### src/rtl/flash_stream_reader.sv
// Sequential block reader in front of the SPI flash controller: issues one read at a time,
// waits out the fixed controller latency and queues the words in a show-ahead FIFO.
module flash_stream_reader #(
  parameter int ADDR_W     = 22,
  parameter int DATA_W     = 16,
  parameter int READ_LAT   = 32,
  parameter int FIFO_DEPTH = 8
) (
  input  logic              clk,
  input  logic              reset,
  input  logic              start,
  input  logic [ADDR_W-1:0] start_addr,
  input  logic [15:0]       word_count,
  output logic              busy,
  output logic              done,
  output logic [DATA_W-1:0] data_out,
  output logic              data_valid,
  input  logic              data_ready,
  output logic              flash_cs,
  output logic [ADDR_W-1:0] flash_address,
  input  logic [DATA_W-1:0] flash_dout
);

  localparam int PTR_W = (FIFO_DEPTH > 1) ? $clog2(FIFO_DEPTH) : 1;
  localparam int CNT_W = PTR_W + 1;
  localparam logic [CNT_W-1:0] DEPTH_C  = CNT_W'(FIFO_DEPTH);
  localparam logic [7:0]       LAT_INIT = 8'(READ_LAT - 1);

  typedef enum logic [1:0] {
    IDLE,
    ISSUE,
    WAIT
  } state_t;

  state_t            state, state_nxt;
  logic [ADDR_W-1:0] addr;
  logic [15:0]       remaining;
  logic [7:0]        lat_cnt;
  logic              zero_done;
  logic              sample;
  logic              pop;

  logic [DATA_W-1:0] mem [FIFO_DEPTH];
  logic [PTR_W-1:0]  wr_ptr, rd_ptr;
  logic [CNT_W-1:0]  count;

  assign busy          = (state != IDLE);
  assign flash_address = addr;
  assign sample        = (state == WAIT) && (lat_cnt == '0);
  assign data_valid    = (count != '0);
  assign pop           = data_valid && data_ready;
  // Stale RAM contents are hidden while the FIFO is empty, so data_out reads 0 after reset.
  assign data_out      = data_valid ? mem[rd_ptr] : '0;

  // NOTE: every output of this block is given a default first so no path can infer a latch.
  always_comb begin
    state_nxt = state;
    flash_cs  = 1'b0;
    done      = zero_done;
    case (state)
      IDLE: begin
        if (start && (word_count != '0)) state_nxt = ISSUE;
      end
      ISSUE: begin
        // Only one read is in flight, so a free slot now is still free at sample time.
        if (count < DEPTH_C) begin
          flash_cs  = 1'b1;
          state_nxt = WAIT;
        end
      end
      WAIT: begin
        if (lat_cnt == '0) begin
          if (remaining == 16'd1) begin
            done      = 1'b1;
            state_nxt = IDLE;
          end else begin
            state_nxt = ISSUE;
          end
        end
      end
      default: state_nxt = IDLE;
    endcase
  end

  // NOTE: state registers use non-blocking assignments so all flops update from pre-edge values.
  always_ff @(posedge clk) begin
    if (reset) begin
      state     <= IDLE;
      addr      <= '0;
      remaining <= '0;
      lat_cnt   <= '0;
      zero_done <= 1'b0;
    end else begin
      state     <= state_nxt;
      zero_done <= (state == IDLE) && start && (word_count == '0);
      if ((state == IDLE) && start && (word_count != '0)) begin
        addr      <= start_addr;
        remaining <= word_count;
      end
      if (flash_cs) begin
        lat_cnt <= LAT_INIT;
      end else if ((state == WAIT) && (lat_cnt != '0)) begin
        lat_cnt <= lat_cnt - 1'b1;
      end
      if (sample) begin
        addr      <= addr + 1'b1;
        remaining <= remaining - 1'b1;
      end
    end
  end

  always_ff @(posedge clk) begin
    if (reset) begin
      wr_ptr <= '0;
      rd_ptr <= '0;
      count  <= '0;
    end else begin
      if (sample) wr_ptr <= wr_ptr + 1'b1;
      if (pop)    rd_ptr <= rd_ptr + 1'b1;
      case ({sample, pop})
        2'b10:   count <= count + 1'b1;
        2'b01:   count <= count - 1'b1;
        default: count <= count;
      endcase
    end
  end

  // NOTE: the storage array has no reset; the pointers and count alone define what is valid.
  always_ff @(posedge clk) begin
    if (sample) mem[wr_ptr] <= flash_dout;
  end

endmodule

### config.mk
export PLATFORM = sky130hd
export DESIGN_NAME = flash_stream_reader
export DESIGN_NICKNAME = d
export VERILOG_FILES = /design/src/rtl/flash_stream_reader.sv
export SDC_FILE = /design/constraint.sdc
export NUM_CORES = 1
export LEC_CHECK = 0
export BUFFER_PORTS_ARGS = -buffer_cell sky130_fd_sc_hd__buf_4
export CAP_MARGIN = 10
export CORE_ASPECT_RATIO = 0.6
export CORE_MARGIN = 4
export CORE_UTILIZATION = 40
export DETAILED_ROUTE_END_ITERATION = 6
export GPL_TIMING_DRIVEN = 0
export SLEW_MARGIN = 20
export SYNTH_ARGS = -nofsm -noshare
export SYNTH_HDL_FRONTEND = slang
export SYNTH_SLANG_ARGS = --single-unit
### constraint.sdc
create_clock -name clk -period 5.3 [get_ports clk]
set_input_delay 0.265 -clock clk [delete_from_list [all_inputs] [get_ports clk]]
set_output_delay 0.265 -clock clk [all_outputs]
set_load 0.02 [all_outputs]
==> out/metrics.cfg, run 1 <==
[outcome]
outcome = complete, no violations

[critical_path]
cp.buffers_inverters = 5
cp_slowest_stage_delay_ns = 0.58
crit_type = flop to flop
slowest_stage = or4bb_1
crit_path_end_kind = flop
critPathArrivalTime_ns = 3.95
r2r-end = mem[4][2]
cp_max_fo = 10
reg2reg_depth = 10
r2r_slack_ns = 1.48
critPathTopFamily = simple AND/OR/NAND/NOR gates
cp.required_ns = 5.43
start_kind = flop
crit_chain = inv_1, ha_1, or4bb_1, nor3_4, buf_2, buf_1, nand2_1, nor3_2, buf_4, buf_4
cpMostUsedCell = buf_4
r2r_start = lat_cnt[0]

[synth]
synth_nets = 673
syn_avg_cell_area_um2 = 13.3
ys.flop_type = edfxtp_1
yosys.area.top_type = edfxtp_1
synth-edff-count = 128
ys_ff_latch = 190
synth-async-reset-ratio = 0
netlist_instances = 606
netlist_area_um2 = 8080
synth.area.top_cells = edfxtp_1 (48%), dfxtp_1 (15%), mux4_2 (8.9%)
synth_top_area_share = 0.476
ys_seq_area_frac = 0.629
synth_cell_types = 58
yosys_warnings = 0

[detailed_routing]
drt_iter0_markers = 616
drc_errors = 0
post_drt_via_cell_ratio = 5.66
ant_nets = 0
wl_per_cell_um = 20.5
vias = 5781
wl_um = 21000
drt-pass1-iter-count = 5

[min_path]
min_path_cells = 1
hp-class = primary input to flop
min_to = mem[3][9]
hp-start = flash_dout[9]

[sta]
final_max_slew_viol_count = 0
tightest_slew_ns = 0.980
fin_skew_ns = 0.0171
min_period_over_period = 0.720
hold_violations = 0
setup_viol = 0
max_freq_mhz = 262
fin_crit_ns = 3.82
max_slew_margin = 0.346
rsz0062_at_grt = false
timing.hold.ws_ns = 0.0713

[clocking]
clock-sinks = 190
root_buffer = clkbuf_16
cts_setup_buffers = 0
holdBufCountCts = 0
post_cts_resize_count = 0
cts.clk_slew.worst_paths_ns = 0.07
cts_tree = yes
cts_max_level = 4
numCtsBuffers = 17
clock_path_buffers = 2
clock_latency_ns = 0.43

[die]
dieArea_um2 = 22600
rows = 39
io_pins = 100
fp.dieW_um = 192
coreArea_um2 = 19400
fp.dieH_um = 118
initial_core_util = 0.416

[cells_and_area]
fin_util = 0.513
nets = 810
antenna_cells = 0
synthToLayoutAreaGrowth_pct = 23.3
stdcell_count = 1022
design_area_um2 = 9960
drive_gt1_frac = 0.270

[global_route]
grt_usage = 0.185
grt_antenna_before_repair = 0
grt_max_degree = 20
overflow = 0
grt_pass1_wl_um = 32300
grt_pass1_vias = 5607

[placement]
dp_cells = 990
placed_cell_area_um2 = 9340
port_buffers = 99
dpl.hpwl_um = 15400
globalplace.congestion = 0.876

[pwr]
ir_drop_uv = 220
power_mw = 3.62
power_density_nw_per_um2 = 364
cellLeakagePower_nw = 3.45

[flow_run]
drv_cap = 0

-- state kept, by name, indices dropped and copies added (netlist names), named ones only --
name and flops:
mem 128, rd_ptr 3, wr_ptr 3, flash_address 22, state 2, lat_cnt 8, remaining 16, count 4
zero_done 1
-- cell usage in the layout, fill, tap and decap left out, types with 7 or more instances in the layout --
master | Yosys | final
xor2_1 | 9 | 9
o211ai_1 | 11 | 11
dfxtp_1 | 62 | 62
edfxtp_1 | 128 | 128
clkbuf_16 | 0 | 17
ha_1 | 9 | 9
nand2_1 | 38 | 38
a31oi_1 | 18 | 18
buf_4 | 0 | 105
mux2i_1 | 18 | 18
nor2_1 | 56 | 55
clkbuf_1 | 27 | 26
nor3_1 | 11 | 9
buf_2 | 2 | 11
inv_1 | 12 | 12
mux4_2 | 32 | 32
o21ai_0 | 10 | 10
nor4_1 | 13 | 11
nand4_1 | 7 | 7
nand2b_1 | 7 | 7
or3_1 | 12 | 12
nand3_1 | 13 | 13
a21oi_1 | 25 | 25
-- worst reg2reg max path, delay by kind of cell (launching register included) --
kind	cells	cell delay, ns
buf+inv	5	1.39
simple gates	4	1.62
flops	1	0.33
fa+ha+maj	1	0.19
-- how the worst max path moves through the flow --
stage	startpoint	to	slack (ns)	depth (start not counted)
2_1_floorplan	lat_cnt[0]	mem[2][0]	1.34	8
3_3_place_gp	lat_cnt[0]	mem[2][0]	-1.0	8
3_5_place_dp	lat_cnt[0]	mem[4][7]	1.52	10
4_1_cts	lat_cnt[0]	mem[4][2]	1.50	10
5_1_grt	lat_cnt[1]	mem[4][5]	1.29	10
6_report	lat_cnt[0]	mem[4][2]	1.48	10
-- where the power goes --
group          total [mW]  internal [mW]  switching, mW
registers            1.69           1.63         0.0566
clock network        1.33          0.724          0.604
logic               0.605          0.253          0.352
-- metrics by stage --
step,TNS (ns),setup WS (ns)
floorplan,0,1.34
global placement,-39.37,-1.00
detailed placement,0,1.52
CTS,0,1.50
global route,0,1.29
finish,0,1.48
-- per-layer routing --
layer  track usage  share of wire  vias up
met5             0              0        -
met4        0.0435         0.0091        0
met3        0.0382          0.067       19
met2         0.264           0.44      251
met1         0.288           0.48     2887
li1              -              -     2624
-- logic make-up (layout without fill, tap and decap cells) --
| kind of cell | after synthesis | after routing | share of synthesized area |
|---|---|---|---|
| AND/OR/NAND/NOR | 191 | 191 | 0.121 |
| flip-flops | 190 | 190 | 0.629 |
| AO/OA/AOI/OAI | 102 | 102 | 0.0852 |
| multiplexers | 50 | 50 | 0.111 |
| buffers and inverters | 49 | 199 | 0.0232 |
| XOR/XNOR | 15 | 15 | 0.0163 |
| adder cells (fa/ha/maj) | 9 | 9 | 0.0139 |
-- Yosys cell counts (13+ instances only) --
cell type,number
edfxtp_1,128
dfxtp_1,62
nor2_1,56
nand2_1,38
mux4_2,32
clkbuf_1,27
a21oi_1,25
a31oi_1,18
mux2i_1,18
nand3_1,13
nor4_1,13
-- layout make-up --
type,count,area (µm²)
tap,266,333
clock buffer,17,425
inverter,13,48.8
clock inverter,15,191
fill,1693,9460
buffer,36,140
sequential,190,5080
multi-input combinational,367,2860
timing repair buffer,118,882
(Power assumes the default switching activity.)
==> run 2: changes to the inputs <==
- clock period: 5.3 -> 3.1 ns (I/O delays scaled with it)
==> run 2 against run 1 <==
Against the previous run:
- register-to-register slack got worse by 1.3 ns
- critical path depth is 2 higher
- via count grew 2.4%
- power up 69%
- critical path type unchanged
- largest cell class unchanged
==> out/metrics.cfg, run 2 (same netlist as run 1, synthesis figures left out) <==
[placement]
globalplace.congestion = 0.910  ; was 0.876
port_buffers = 99  ; unchanged
dp_cells = 984  ; was 990
dpl.hpwl_um = 15400  ; about the same

[critical_path]
crit_type = flop to flop  ; unchanged
cp.required_ns = 3.41  ; was 5.43 ns
r2r_slack_ns = 0.14  ; was 1.48 ns
reg2reg_depth = 12  ; was 10
cp_max_fo = 14  ; was 10
start_kind = flop  ; unchanged
critPathArrivalTime_ns = 3.26  ; was 3.95 ns
crit_path_end = count[3]  ; was mem[4][2]
r2r_start = lat_cnt[0]  ; unchanged
r2r-end = count[3]  ; was mem[4][2]
crit_path_end_kind = flop  ; unchanged
worstSetupStartpoint = lat_cnt[0]  ; unchanged

[sta]
fin_crit_ns = 2.96  ; was 3.82 ns
min_period_over_period = 0.954  ; was 0.720
max_slew_margin = 0.313  ; was 0.346
max_freq_mhz = 338  ; was 262 MHz
hold_violations = 0  ; unchanged
setup_viol = 0  ; unchanged
tightest_slew_ns = 1.02  ; was 0.980 ns
timing.hold.ws_ns = 0.0270  ; was 0.0713 ns
fin_skew_ns = 0.0141  ; was 0.0171 ns
final_max_slew_viol_count = 0  ; unchanged
rsz0062_at_grt = true  ; was false

[cells_and_area]
antenna_cells = 0  ; unchanged
synthToLayoutAreaGrowth_pct = 28.9  ; was 23.3%
drive_gt1_frac = 0.267  ; was 0.270
regMostFlops = mem  ; unchanged
final_cell_mix = edfxtp_1 (128), buf_4 (111), dfxtp_1 (62)  ; was edfxtp_1 (128), buf_4 (105), dfxtp_1 (62)
largest_reg_flops = 128  ; unchanged
fin_util = 0.536  ; was 0.513
nets = 845  ; was 810
mostFrequentLayoutCell = edfxtp_1  ; unchanged
stdcell_count = 1057  ; was 1022

[global_route]
grt_pass1_vias = 5924  ; was 5607
overflow = 0  ; unchanged
grt_usage = 0.188  ; was 0.185
grt_pass1_wl_um = 32800  ; was 32300 µm
grt_max_degree = 20  ; unchanged
grt_antenna_before_repair = 0  ; unchanged

[detailed_routing]
drt-pass1-iter-count = 5  ; unchanged
wl_per_cell_um = 20.2  ; was 20.5 µm
wl_um = 21400  ; was 21000 µm
post_drt_via_cell_ratio = 5.60  ; was 5.66
drt_iter0_markers = 607  ; was 616
drc_errors = 0  ; unchanged
ant_nets = 0  ; unchanged
vias = 5920  ; was 5781

[die]
dieArea_um2 = 22600  ; unchanged
fp.dieW_um = 192  ; unchanged
fp.dieH_um = 118  ; unchanged
initial_core_util = 0.416  ; unchanged
coreArea_um2 = 19400  ; unchanged
io_pins = 100  ; unchanged
rows = 39  ; unchanged

[pwr]
cellLeakagePower_nw = 3.61  ; was 3.45 nW
power_density_nw_per_um2 = 590  ; was 364 nW/µm²
seqPwrFrac = 0.471  ; was 0.466
switchingPower_mw = 1.73  ; was 1.01 mW
ir_drop_uv = 396  ; was 220 µV
p_int_mw = 4.41  ; was 2.61 mW
power_mw = 6.14  ; was 3.62 mW
p_sw_frac = 0.282  ; was 0.280
pwr-share-clk = 0.355  ; was 0.367
combPwrFrac = 0.175  ; was 0.167

[outcome]
outcome = complete, no violations  ; unchanged

[flow_run]
drv_cap = 0  ; unchanged

[min_path]
hp-class = primary input to flop  ; unchanged

[clocking]
clock_latency_ns = 0.43  ; about the same
clock-sinks = 190  ; unchanged
clock_path_buffers = 2  ; unchanged
root_buffer = clkbuf_16  ; unchanged
numCtsBuffers = 17  ; unchanged
cts_max_level = 4  ; unchanged
cts.clk_slew.worst_paths_ns = 0.07  ; about the same
cts_tree = yes  ; unchanged

## run 2: cell count changes in the layout (fill, tap and decap cells not counted), moves of 3 or more
cell and change:
buf_4 +6, buf_1 -3, buf_6 +4, buf_2 -9
dlygate4sd3_1 +34
## run 2: worst min path at each step
stage / from / to / slack, ns / cells after the start
after floorplan: flash_dout[0] / mem[0][0] / 0.25 / 0
after global placement: flash_dout[8] / mem[0][8] / 0.38 / 1
after detailed placement: flash_dout[8] / mem[2][8] / 0.40 / 1
after CTS: word_count[9] / remaining[9] / 0.004 / 3
after global routing: word_count[9] / remaining[9] / 0.02 / 3
final: word_count[15] / remaining[15] / 0.03 / 3
## run 2: cell type report
type	count	area [µm²]
plain buffers	34	148
clock buffers	17	425
clock inverters	15	165
fillers	1657	9010
inverters	13	51.3
multi-input cells	367	2910
flip-flops and latches	190	5080
well taps	266	333
repair buffers	155	1290
## run 2: power groups by stage
stage          Sequential, mW  Clock (mW)  Combinational, mW
6_report                 2.89        2.18               1.07
5_1_grt                  2.90        2.33               1.16
4_1_cts                  2.88        2.22               1.07
3_5_place_dp             2.94           0               1.03
3_3_place_gp             2.93           0              0.987
2_1_floorplan            2.95           0              0.597
## run 2: worst max-delay path, cell delays in order (launching register included)
cell      delay, ns
dfxtp_1        0.34
inv_1          0.09
ha_1           0.20
or4bb_4        0.58
nor3_4         0.26
inv_4          0.14
clkbuf_8       0.21
ha_1           0.25
o21ai_0        0.09
a21boi_0       0.10
a221oi_1       0.36
xnor2_1        0.16
nor2_1         0.05
## run 2: repair_timing
item / CTS / global route
endpoints found under the setup margin: 133 / 59
pin swaps: 6 / 2
setup buffers: 6 / 3
endpoints found under the hold margin: 146 / 0
resized for setup: 8 / 10
hold buffers: 34 / 0
## run 2: stage by stage
| step | worst slack (ns) | TNS, ns | cell area [µm²] |
|---|---|---|---|
| floorplan | -0.488 | -27.60 | 8100 |
| global placement | -2.38 | -221.50 | 9180 |
| detailed placement | -0.812 | -62.37 | 9380 |
| CTS | 0.0291 | 0 | 10400 |
| global route | -0.0463 | -0.0463 | 10400 |
| finish | 0.141 | 0 | 10400 |
## run 2: per-layer routing
layer | GRT usage | wire length, µm | up-vias
met4 | 0.0574 | 297 | 0
met3 | 0.0362 | 1430 | 26
met5 | 0 | 0 | -
met1 | 0.277 | 9930 | 2954
met2 | 0.283 | 9690 | 248
li1 | - | - | 2692
==> run 3: changes to the inputs <==
- clock period: 3.1 -> 2.5 ns (I/O delays scaled with it)
==> run 3 against run 2 <==
Against the previous run:
- the run now ends with setup timing left
- clock-buffer cell count grew 1
- clock power grew 24%
- power grew 27%
- largest cell class unchanged
==> out/metrics.cfg, run 3 (same netlist as run 1, synthesis figures left out) <==
[outcome]
outcome = finished with violations  ; was complete, no violations
violations = setup timing

[placement]
dp_cells = 977  ; was 984
placed_cell_area_um2 = 9380  ; about the same
globalplace.congestion = 0.915  ; was 0.910
dpl.hpwl_um = 14600  ; was 15400 µm
pre_cts_ws_ns = -0.864  ; was -0.812 ns
port_buffers = 99  ; unchanged

[pwr]
switchingPower_mw = 2.19  ; was 1.73 mW
combPwrFrac = 0.193  ; was 0.175
p_sw_frac = 0.281  ; was 0.282
p_int_mw = 5.60  ; was 4.41 mW
power_density_nw_per_um2 = 702  ; was 590 nW/µm²
seqPwrFrac = 0.461  ; was 0.471
ir_drop_uv = 524  ; was 396 µV
pwr-share-clk = 0.346  ; was 0.355
cellLeakagePower_nw = 3.89  ; was 3.61 nW

[sta]
max_freq_mhz = 393  ; was 338 MHz
fin_crit_ns = 2.54  ; was 2.96 ns
fin_skew_ns = 0.0105  ; was 0.0141 ns
worst_slack_ns = -0.0437  ; was 0.141 ns
tightest_slew_ns = 0.823  ; was 1.02 ns
final_max_slew_viol_count = 0  ; unchanged
setup_viol = 53  ; was 0
hold_violations = 0  ; unchanged
min_period_over_period = 1.02  ; was 0.954
rsz0062_at_grt = true  ; unchanged
max_slew_margin = 0.451  ; was 0.313

[cells_and_area]
largest_reg_flops = 128  ; unchanged
synthToLayoutAreaGrowth_pct = 37.4  ; was 28.9%
multiInputGateArea_um2 = 3050  ; was 2910 µm²
nFillCells = 1580  ; was 1657
regMostFlops = mem  ; unchanged
regArea_um2 = 5090  ; was 5080 µm²
antenna_cells = 0  ; unchanged
nets = 882  ; was 845
fin_util = 0.572  ; was 0.536
drive_gt1_frac = 0.330  ; was 0.267
final_cell_mix = buf_4 (128), edfxtp_1 (128), dfxtp_1 (58)  ; was edfxtp_1 (128), buf_4 (111), dfxtp_1 (62)
stdcell_count = 1094  ; was 1057
design_area_um2 = 11100  ; was 10400 µm²

[detailed_routing]
drt_iter0_markers = 587  ; was 607
post_drt_via_cell_ratio = 5.48  ; was 5.60
vias = 6000  ; was 5920
ant_nets = 0  ; unchanged
wl_um = 21800  ; was 21400 µm
drc_errors = 0  ; unchanged
drt-pass1-iter-count = 5  ; unchanged
wl_per_cell_um = 19.9  ; was 20.2 µm

[global_route]
overflow = 0  ; unchanged
grt_max_degree = 20  ; unchanged
grt_antenna_before_repair = 0  ; unchanged
met1_usage = 0.290  ; was 0.277
grt_usage = 0.191  ; was 0.188
use_met2 = 0.277  ; was 0.283
grt_util_met3 = 0.0522  ; was 0.0362
grt_pass1_wl_um = 33300  ; was 32800 µm
top_usage_layer = met1  ; was met2
grt_pass1_vias = 5957  ; was 5924

[min_path]
min_path_cells = 3  ; unchanged
hp-class = primary input to flop  ; unchanged

[critical_path]
cp_slowest_stage_delay_ns = 0.49  ; was 0.58 ns
reg2reg_depth = 13  ; was 12
cp.depth = 13  ; was 12
cp_max_fo = 7  ; was 14
crit_type = flop to flop  ; unchanged
critPathTopFamily = simple AND/OR/NAND/NOR gates  ; unchanged
critPathArrivalTime_ns = 2.84  ; was 3.26 ns
crit_chain = inv_2, ha_4, or4bb_4, nor3_4, inv_2, clkbuf_16, clkbuf_16, ha_4, o21ai_2, a21boi_2, a221oi_2, xnor2_1, nor2_1  ; was inv_1, ha_1, or4bb_4, nor3_4, inv_4, clkbuf_8, ha_1, o21ai_0, a21boi_0, a221oi_1, xnor2_1, nor2_1
cp.required_ns = 2.80  ; was 3.41 ns
crit_path_end_kind = flop  ; unchanged
slowest_stage = or4bb_4  ; unchanged
cp.buffers_inverters = 4  ; was 3
start_kind = flop  ; unchanged

[die]
rows = 39  ; unchanged
dieArea_um2 = 22600  ; unchanged
fp.dieW_um = 192  ; unchanged
fp.dieH_um = 118  ; unchanged
coreArea_um2 = 19400  ; unchanged
initial_core_util = 0.416  ; unchanged
io_pins = 100  ; unchanged

[clocking]
cts_tree = yes  ; unchanged
root_buffer = clkbuf_16  ; unchanged
numCtsBuffers = 17  ; unchanged
cts.clk_slew.worst_paths_ns = 0.08  ; was 0.07 ns
clock_path_buffers = 2  ; unchanged
clock_latency_ns = 0.43  ; about the same
clock-sinks = 190  ; unchanged
cts_max_level = 4  ; unchanged

[flow_run]
drv_cap = 0  ; unchanged

==> run 3: final timing paths <==
path | start | slack, ns | end
setup / recovery | lat_cnt[0] | -0.04 | count[3]
setup reg to reg | lat_cnt[0] | -0.04 | count[3]
hold / removal | word_count[12] | 0.03 | remaining[12]
hold reg to reg | remaining[5] | 0.48 | remaining[5]
==> run 3: final cells by class <==
type,instances,area share
Clock buffer,18,0.0386
Sequential cell,190,0.458
Inverter,13,0.00439
Tap cell,266,0.0300
Multi-Input combinational cell,367,0.275
Buffer,32,0.0207
Clock inverter,14,0.0149
Timing Repair Buffer,194,0.158
==> run 3: timing repair <==
| item | in CTS | in global routing |
|---|---|---|
| buffers inserted | 33 | 12 |
| pin swaps | 11 | 12 |
| gates cloned | 1 | 1 |
| setup endpoints to repair | 154 | 119 |
| hold buffers | 43 | 0 |
| hold endpoints to repair | 155 | 0 |
| gates resized for setup | 47 | 37 |
==> run 3: metrics by stage <==
step	hold slack, ns	total power, mW	TNS, ns
6_report	0.0268	7.80	-1.34
5_1_grt	0.0198	8.12	-6.43
4_1_cts	0.00853	7.79	-0.803
3_5_place_dp	0.362	4.94	-76.57
3_3_place_gp	0.353	4.90	-98.01
2_1_floorplan	0.224	4.42	-11.04
==> run 3: layer usage <==
| layer | share of wire | vias to the layer above | wire length [µm] |
|---|---|---|---|
| met5 | 0 | - | 0 |
| met4 | 0.0080 | 0 | 174 |
| met3 | 0.069 | 16 | 1500 |
| met2 | 0.44 | 211 | 9590 |
| met1 | 0.48 | 3003 | 10500 |
| li1 | - | 2770 | - |
==> run 3: worst register-to-register path: cells and delay by family, from the launching register on <==
kind,cells,cell delay (ns)
and+or+nand+nor,3,0.77
AOI/OAI and AO/OA,3,0.42
buffers and inverters,4,0.45
adders and majority gates,2,0.30
xor gates and xnor gates,1,0.15
DFF,1,0.34
==> run 3: power groups by stage <==
stage          combinational [mW]  sequential, mW  clock, mW
2_1_floorplan               0.761            3.66          0
3_3_place_gp                 1.25            3.64          0
3_5_place_dp                 1.29            3.65          0
4_1_cts                      1.46            3.58       2.75
5_1_grt                      1.63            3.61       2.89
6_report                     1.50            3.59       2.70
